### config.mk
export PLATFORM = sky130hd
export DESIGN_NAME = bcd_convert_ctrl_flat
export DESIGN_NICKNAME = d
export VERILOG_FILES = /design/src/rtl/bcd_convert_ctrl_if.sv /design/src/rtl/bcd_convert_ctrl.sv /design/src/flat_wrapper.sv
export SDC_FILE = /design/constraint.sdc
export NUM_CORES = 1
export LEC_CHECK = 0
export ABC_AREA = 1
export CORE_UTILIZATION = 40
export DETAILED_ROUTE_END_ITERATION = 16
export PLACE_DENSITY_LB_ADDON = 0.05
export SLEW_MARGIN = 20
export SYNTH_ARGS = -nofsm -noshare
export SYNTH_HDL_FRONTEND = slang
export SYNTH_SLANG_ARGS = --single-unit
### constraint.sdc
create_clock -name clk -period 3.28 [get_ports clk]
set_clock_uncertainty 0.15 [all_clocks]
set_input_delay 0.656 -clock clk [delete_from_list [all_inputs] [get_ports clk]]
set_output_delay 0.656 -clock clk [all_outputs]
set_load 0.01 [all_outputs]
### src/rtl/bcd_convert_ctrl_if.sv
// ============================================================================
// bcd_convert_ctrl_if : start/done handshake and result bus of the BCD converter
// Rev 1.0
// ============================================================================
`timescale 1ns/1ps
`default_nettype none

interface bcd_convert_ctrl_if #(
   parameter int BIN_W  = 8,
   parameter int DIGITS = 3
);
   logic                  start;
   logic [BIN_W-1:0]      bin_in;
   logic                  busy;
   logic                  done;
   logic [4*DIGITS-1:0]   bcd_out;
   logic                  ovf;
   logic [DIGITS-1:0]     blank;

   modport master (
      output start, bin_in,
      input  busy, done, bcd_out, ovf, blank
   );

   modport slave (
      input  start, bin_in,
      output busy, done, bcd_out, ovf, blank
   );
endinterface

`default_nettype wire

### src/rtl/bcd_convert_ctrl.sv
// ============================================================================
// bcd_convert_ctrl : sequential double-dabble binary-to-BCD converter, one bit
// per clock. Optional macro BCD_LEADING_BLANK_EN enables the leading-zero mask.
// Rev 1.0
// ============================================================================
`timescale 1ns/1ps
`default_nettype none

module bcd_convert_ctrl #(
   parameter int BIN_W  = 8,
   parameter int DIGITS = 3,
   parameter int CNT_W  = 4
) (
   input  wire logic         clk,
   input  wire logic         rst_n,
   bcd_convert_ctrl_if.slave bus
);

   localparam int               W    = 4 * DIGITS;
   localparam logic [CNT_W-1:0] LAST = CNT_W'(BIN_W - 1);

   typedef enum logic [1:0] {
      S_IDLE = 2'd0,
      S_CONV = 2'd1,
      S_DONE = 2'd2
   } state_t;

   state_t            state;
   logic [CNT_W-1:0]  cnt;
   logic [BIN_W-1:0]  shift_q;
   logic [W-1:0]      work_q;
   logic              sticky;
   logic              busy_q;
   logic              done_q;
   logic              ovf_q;
   logic [W-1:0]      bcd_q;

   logic [W-1:0]      work_adj;
   logic [W-1:0]      work_nxt;
   logic [BIN_W-1:0]  shift_nxt;
   logic              out_bit;

   // Digits are adjusted independently; the +3 wraps inside its own nibble.
   always_comb begin
      work_adj = '0;
      for (int i = 0; i < DIGITS; i++) begin
         work_adj[4*i +: 4] = (work_q[4*i +: 4] > 4'd4) ? (work_q[4*i +: 4] + 4'd3)
                                                        : work_q[4*i +: 4];
      end
      {out_bit, work_nxt, shift_nxt} = {work_adj, shift_q, 1'b0};
   end

   always_ff @(posedge clk or negedge rst_n) begin
      if (!rst_n) begin
         state   <= S_IDLE;
         cnt     <= '0;
         shift_q <= '0;
         work_q  <= '0;
         sticky  <= 1'b0;
         busy_q  <= 1'b0;
         done_q  <= 1'b0;
         ovf_q   <= 1'b0;
         bcd_q   <= '0;
      end else begin
         done_q <= 1'b0;
         case (state)
            S_IDLE, S_DONE: begin
               if (bus.start) begin
                  shift_q <= bus.bin_in;
                  work_q  <= '0;
                  cnt     <= '0;
                  sticky  <= 1'b0;
                  busy_q  <= 1'b1;
                  state   <= S_CONV;
               end else begin
                  busy_q  <= 1'b0;
                  state   <= S_IDLE;
               end
            end
            S_CONV: begin
               work_q  <= work_nxt;
               shift_q <= shift_nxt;
               sticky  <= sticky | out_bit;
               cnt     <= cnt + 1'b1;
               if (cnt == LAST) begin
                  // Result is published on the same edge as the final shift.
                  bcd_q  <= work_nxt;
                  ovf_q  <= sticky | out_bit;
                  busy_q <= 1'b0;
                  done_q <= 1'b1;
                  state  <= S_DONE;
               end
            end
            default: begin
               busy_q <= 1'b0;
               state  <= S_IDLE;
            end
         endcase
      end
   end

   assign bus.busy    = busy_q;
   assign bus.done    = done_q;
   assign bus.bcd_out = bcd_q;
   assign bus.ovf     = ovf_q;

`ifdef BCD_LEADING_BLANK_EN
   logic [DIGITS-1:0] blank_nxt;
   logic [DIGITS-1:0] blank_q;

   // Digit 0 is never blanked so a zero result still shows one "0".
   for (genvar k = 0; k < DIGITS; k++) begin : g_blank
      if (k == 0) begin : g_lsd
         assign blank_nxt[k] = 1'b0;
      end else begin : g_upper
         assign blank_nxt[k] = (work_nxt[W-1:4*k] == '0);
      end
   end

   always_ff @(posedge clk or negedge rst_n) begin
      if (!rst_n) begin
         blank_q <= '0;
      end else if (state == S_CONV && cnt == LAST) begin
         blank_q <= blank_nxt;
      end
   end

   assign bus.blank = blank_q;
`else
   assign bus.blank = '0;
`endif

endmodule

`default_nettype wire

### src/flat_wrapper.sv
// flat-port wrapper written by rule: the top's interface ports become plain ports
module bcd_convert_ctrl_flat 
#(
   parameter int BIN_W  = 8,
   parameter int DIGITS = 3,
   parameter int CNT_W  = 4
)
  (clk, rst_n, bus_start, bus_bin_in, bus_busy, bus_done, bus_bcd_out, bus_ovf, bus_blank);
  bcd_convert_ctrl_if #(.BIN_W(BIN_W), .DIGITS(DIGITS)) bus_i ();
  input  wire logic clk;
  input  wire logic rst_n;
  input wire logic [$bits(bus_i.start)-1:0] bus_start;
  input wire logic [$bits(bus_i.bin_in)-1:0] bus_bin_in;
  output wire logic [$bits(bus_i.busy)-1:0] bus_busy;
  output wire logic [$bits(bus_i.done)-1:0] bus_done;
  output wire logic [$bits(bus_i.bcd_out)-1:0] bus_bcd_out;
  output wire logic [$bits(bus_i.ovf)-1:0] bus_ovf;
  output wire logic [$bits(bus_i.blank)-1:0] bus_blank;
  assign bus_i.start = bus_start;
  assign bus_i.bin_in = bus_bin_in;
  assign bus_busy = bus_i.busy;
  assign bus_done = bus_i.done;
  assign bus_bcd_out = bus_i.bcd_out;
  assign bus_ovf = bus_i.ovf;
  assign bus_blank = bus_i.blank;
  bcd_convert_ctrl #(.BIN_W(BIN_W), .DIGITS(DIGITS), .CNT_W(CNT_W)) u_core (.clk(clk), .rst_n(rst_n), .bus(bus_i));
endmodule
==> impl_metrics.tcl <==
set metrics [dict create \
    ys_warn_count 0 \
    hold_depth 1 \
    ctsHoldBuffers 0 \
    clock_tree.root_cell "clkbuf_8" \
    final_nets 285 \
    endpoint_kind "primary output" \
    initialDrtViolationCount 101 \
    grt_pass1_vias 1488 \
    drive_gt1_frac 0.08582 \
    grt_pass1_wl_um 6782 \
    initial_core_util 0.4149 \
    synth.top_cells.by_area "dfrtp_1, nand2_1, nand3_1" \
    synth_top_area_share 0.4991 \
    rsz0062_at_grt "no" \
    area_growth_pct 17.59 \
    synthesis.area_um2 2106 \
    hpwl_um 2712 \
    slowest_delay_ps 530 \
    ir_drop_uv 509.2 \
    placementRows 26 \
    outcome "complete, no violations" \
    fp.dieArea_um2 5558 \
    first_pass_iters 4 \
    pin_count 29 \
    ys_seq_area_frac 0.4991 \
    clk_latency_ps 290 \
    ys_types 27 \
    cts_max_level 2 \
    route.detailed.wl_per_inst_um 11.53 \
    drc 0 \
    crit_buf_inv 1 \
    arrival_ps 1180 \
    coreArea_um2 5075 \
    fin_crit_sh 0.6067 \
    synthCells 242 \
    grt_max_degree 43 \
    cts_setup_buffers 0 \
    synth_top_area_cell "dfrtp_1" \
    die_y_um 74.56 \
    port_buffers 25 \
    cts_buffers 5 \
    crit_family "buffers and inverters" \
    fill_cells 525 \
    ys_seq_elements 42 \
    dr_total_vias 1580 \
    cts_tree "done" \
    clkSlewWorstSetupHoldPaths_ps 70 \
    synth_edf_count 0 \
    async_flop_share 1.000 \
    finalHoldWorstSlack_ps 320.7 \
    finalSetupTns_ps 0 \
    syn_avg_cell_area_um2 8.702 \
    diodes 0 \
    post-route-min-period_ps 1990 \
    maxSlewHeadroom 0.3863 \
    gp_congestion 0.7557 \
    postRouteAntennaNets 0 \
    crit_type "flip-flop to primary output" \
    cp.depth 1 \
    worst_path_max_delay_cell "clkdlybuf4s50_1" \
    synth_common_cells "nand2_1, dfrtp_1, inv_1" \
    routed_wirelength_um 3896 \
    final_max_slew_viol_count 0 \
    hold_class "flip-flop to flip-flop" \
    power_leakage_nw 1.235 \
    worstMarginPinSlew_ps 920.5 \
    crit_required_ps 2470 \
    die_width_um 74.56 \
    cts-resized-gates 0 \
    cap_violations 0 \
    critPathMaxFanout 2 \
    synthFlopType "dfrtp_1" \
    power_density_nw_per_um2 1022 \
    clk_path_buf_depth 2 \
    global_route.overflow_total 0 \
    cts_sinks 42 \
    viasPerCell 4.675 \
    setup-violations-final 0 \
    track_usage 0.1659 \
    antenna_found_initial 0 \
    hold_viol 0 \
    startpoint_type "flip-flop" \
    rr_worst_depth 6 \
    post-synth-top-count-cell "nand2_1" \
    max_freq_mhz 502.5 \
    path_cells "clkdlybuf4s50_1" \
]
==> flip-flops by register name (all words and copies together), names as in the netlist <==
signal and count:
u_core.bus.ovf 1, u_core.cnt 4, u_core.bus.bcd_out 12, u_core.work_q 12, u_core.sticky 1, u_core.bus.busy 1
u_core.bus.done 1, u_core.shift_q 8, u_core.state 2
==> where the power goes <==
| group | switching (W) | internal, W | total (W) |
|---|---|---|---|
| Clock | 0.000167 | 0.000212 | 0.000380 |
| Combinational | 0.000734 | 0.000506 | 0.00124 |
| Sequential | 0.000152 | 0.000760 | 0.000912 |
==> per-stage QoR <==
step	worst slack, ps	utilization	cells	power (W)	cell area [µm²]
floorplan	1772	-	244	0.001838	2113
global placement	1081	0.4662	330	0.002168	2366
detailed placement	1025	0.4662	330	0.002181	2366
CTS	1272	0.4879	338	0.002576	2476
global route	1213	0.4879	338	0.002809	2476
finish	1290	0.4879	338	0.002532	2476
==> metal layers <==
metal  vias up  track usage  routed length, µm
met5         -            0                  0
met3         2      0.05691                158
li1        825            -                  -
met1       725       0.2169               1890
met4         0      0.03774                 17
met2        28       0.2663               1831
==> logic make-up (layout without fill, tap and decap cells) <==
| family | after synthesis | count (layout) | share of synthesized area |
|---|---|---|---|
| fa+ha+maj | 7 | 7 | 0.04159 |
| xor+xnor | 3 | 3 | 0.01248 |
| flops | 42 | 42 | 0.4991 |
| simple gates | 124 | 124 | 0.2721 |
| compound gates | 27 | 27 | 0.08200 |
| other cells | 1 | 3 | 0.001781 |
| buf+inv | 38 | 62 | 0.09091 |
==> worst paths after layout <==
check / from / end / slack [ps]
max in group asynchronous: rst_n / u_core.cnt[2] / 2050
setup reg to reg: u_core.cnt[0] / u_core.bus.bcd_out[0] / 1690
min in group asynchronous: rst_n / u_core.bus.bcd_out[10] / 340
hold reg to reg: u_core.cnt[3] / u_core.cnt[3] / 320
setup / recovery: u_core.bus.bcd_out[6] / bus_bcd_out[6] / 1290
hold / removal: u_core.cnt[3] / u_core.cnt[3] / 320
==> worst register-to-register path: cells and delay by family, from the launching register on <==
family	cells	cell delay, ps
buffers and inverters	1	140
adder cells (fa/ha/maj)	1	250
flip-flops	1	390
AO/OA/AOI/OAI	1	70
AND/OR/NAND/NOR	3	480
==> cells in the final DEF, fill, tap and decap left out, drive strengths merged <==
cell type,count
nand2,90
dfrtp,42
inv,29
nand3,27
clkdlybuf4s50,24
o21ai,10
clkbuf,8
ha,7
a21oi,6
o221ai,5
nor2,5
o211ai,4
xnor2,3
conb,3
nand4,2
a22o,1
o22ai,1
buf,1
==> cell type report <==
type | count | area, µm² | area share
sequential | 42 | 1051 | 0.4245
multi-input combinational | 164 | 870.8 | 0.3517
timing repair buffer | 25 | 245.2 | 0.09904
inverter | 29 | 111.4 | 0.04497
clock buffer | 8 | 110.1 | 0.04447
tap | 70 | 87.58 | 0.03537
(Power assumes the default switching activity.)
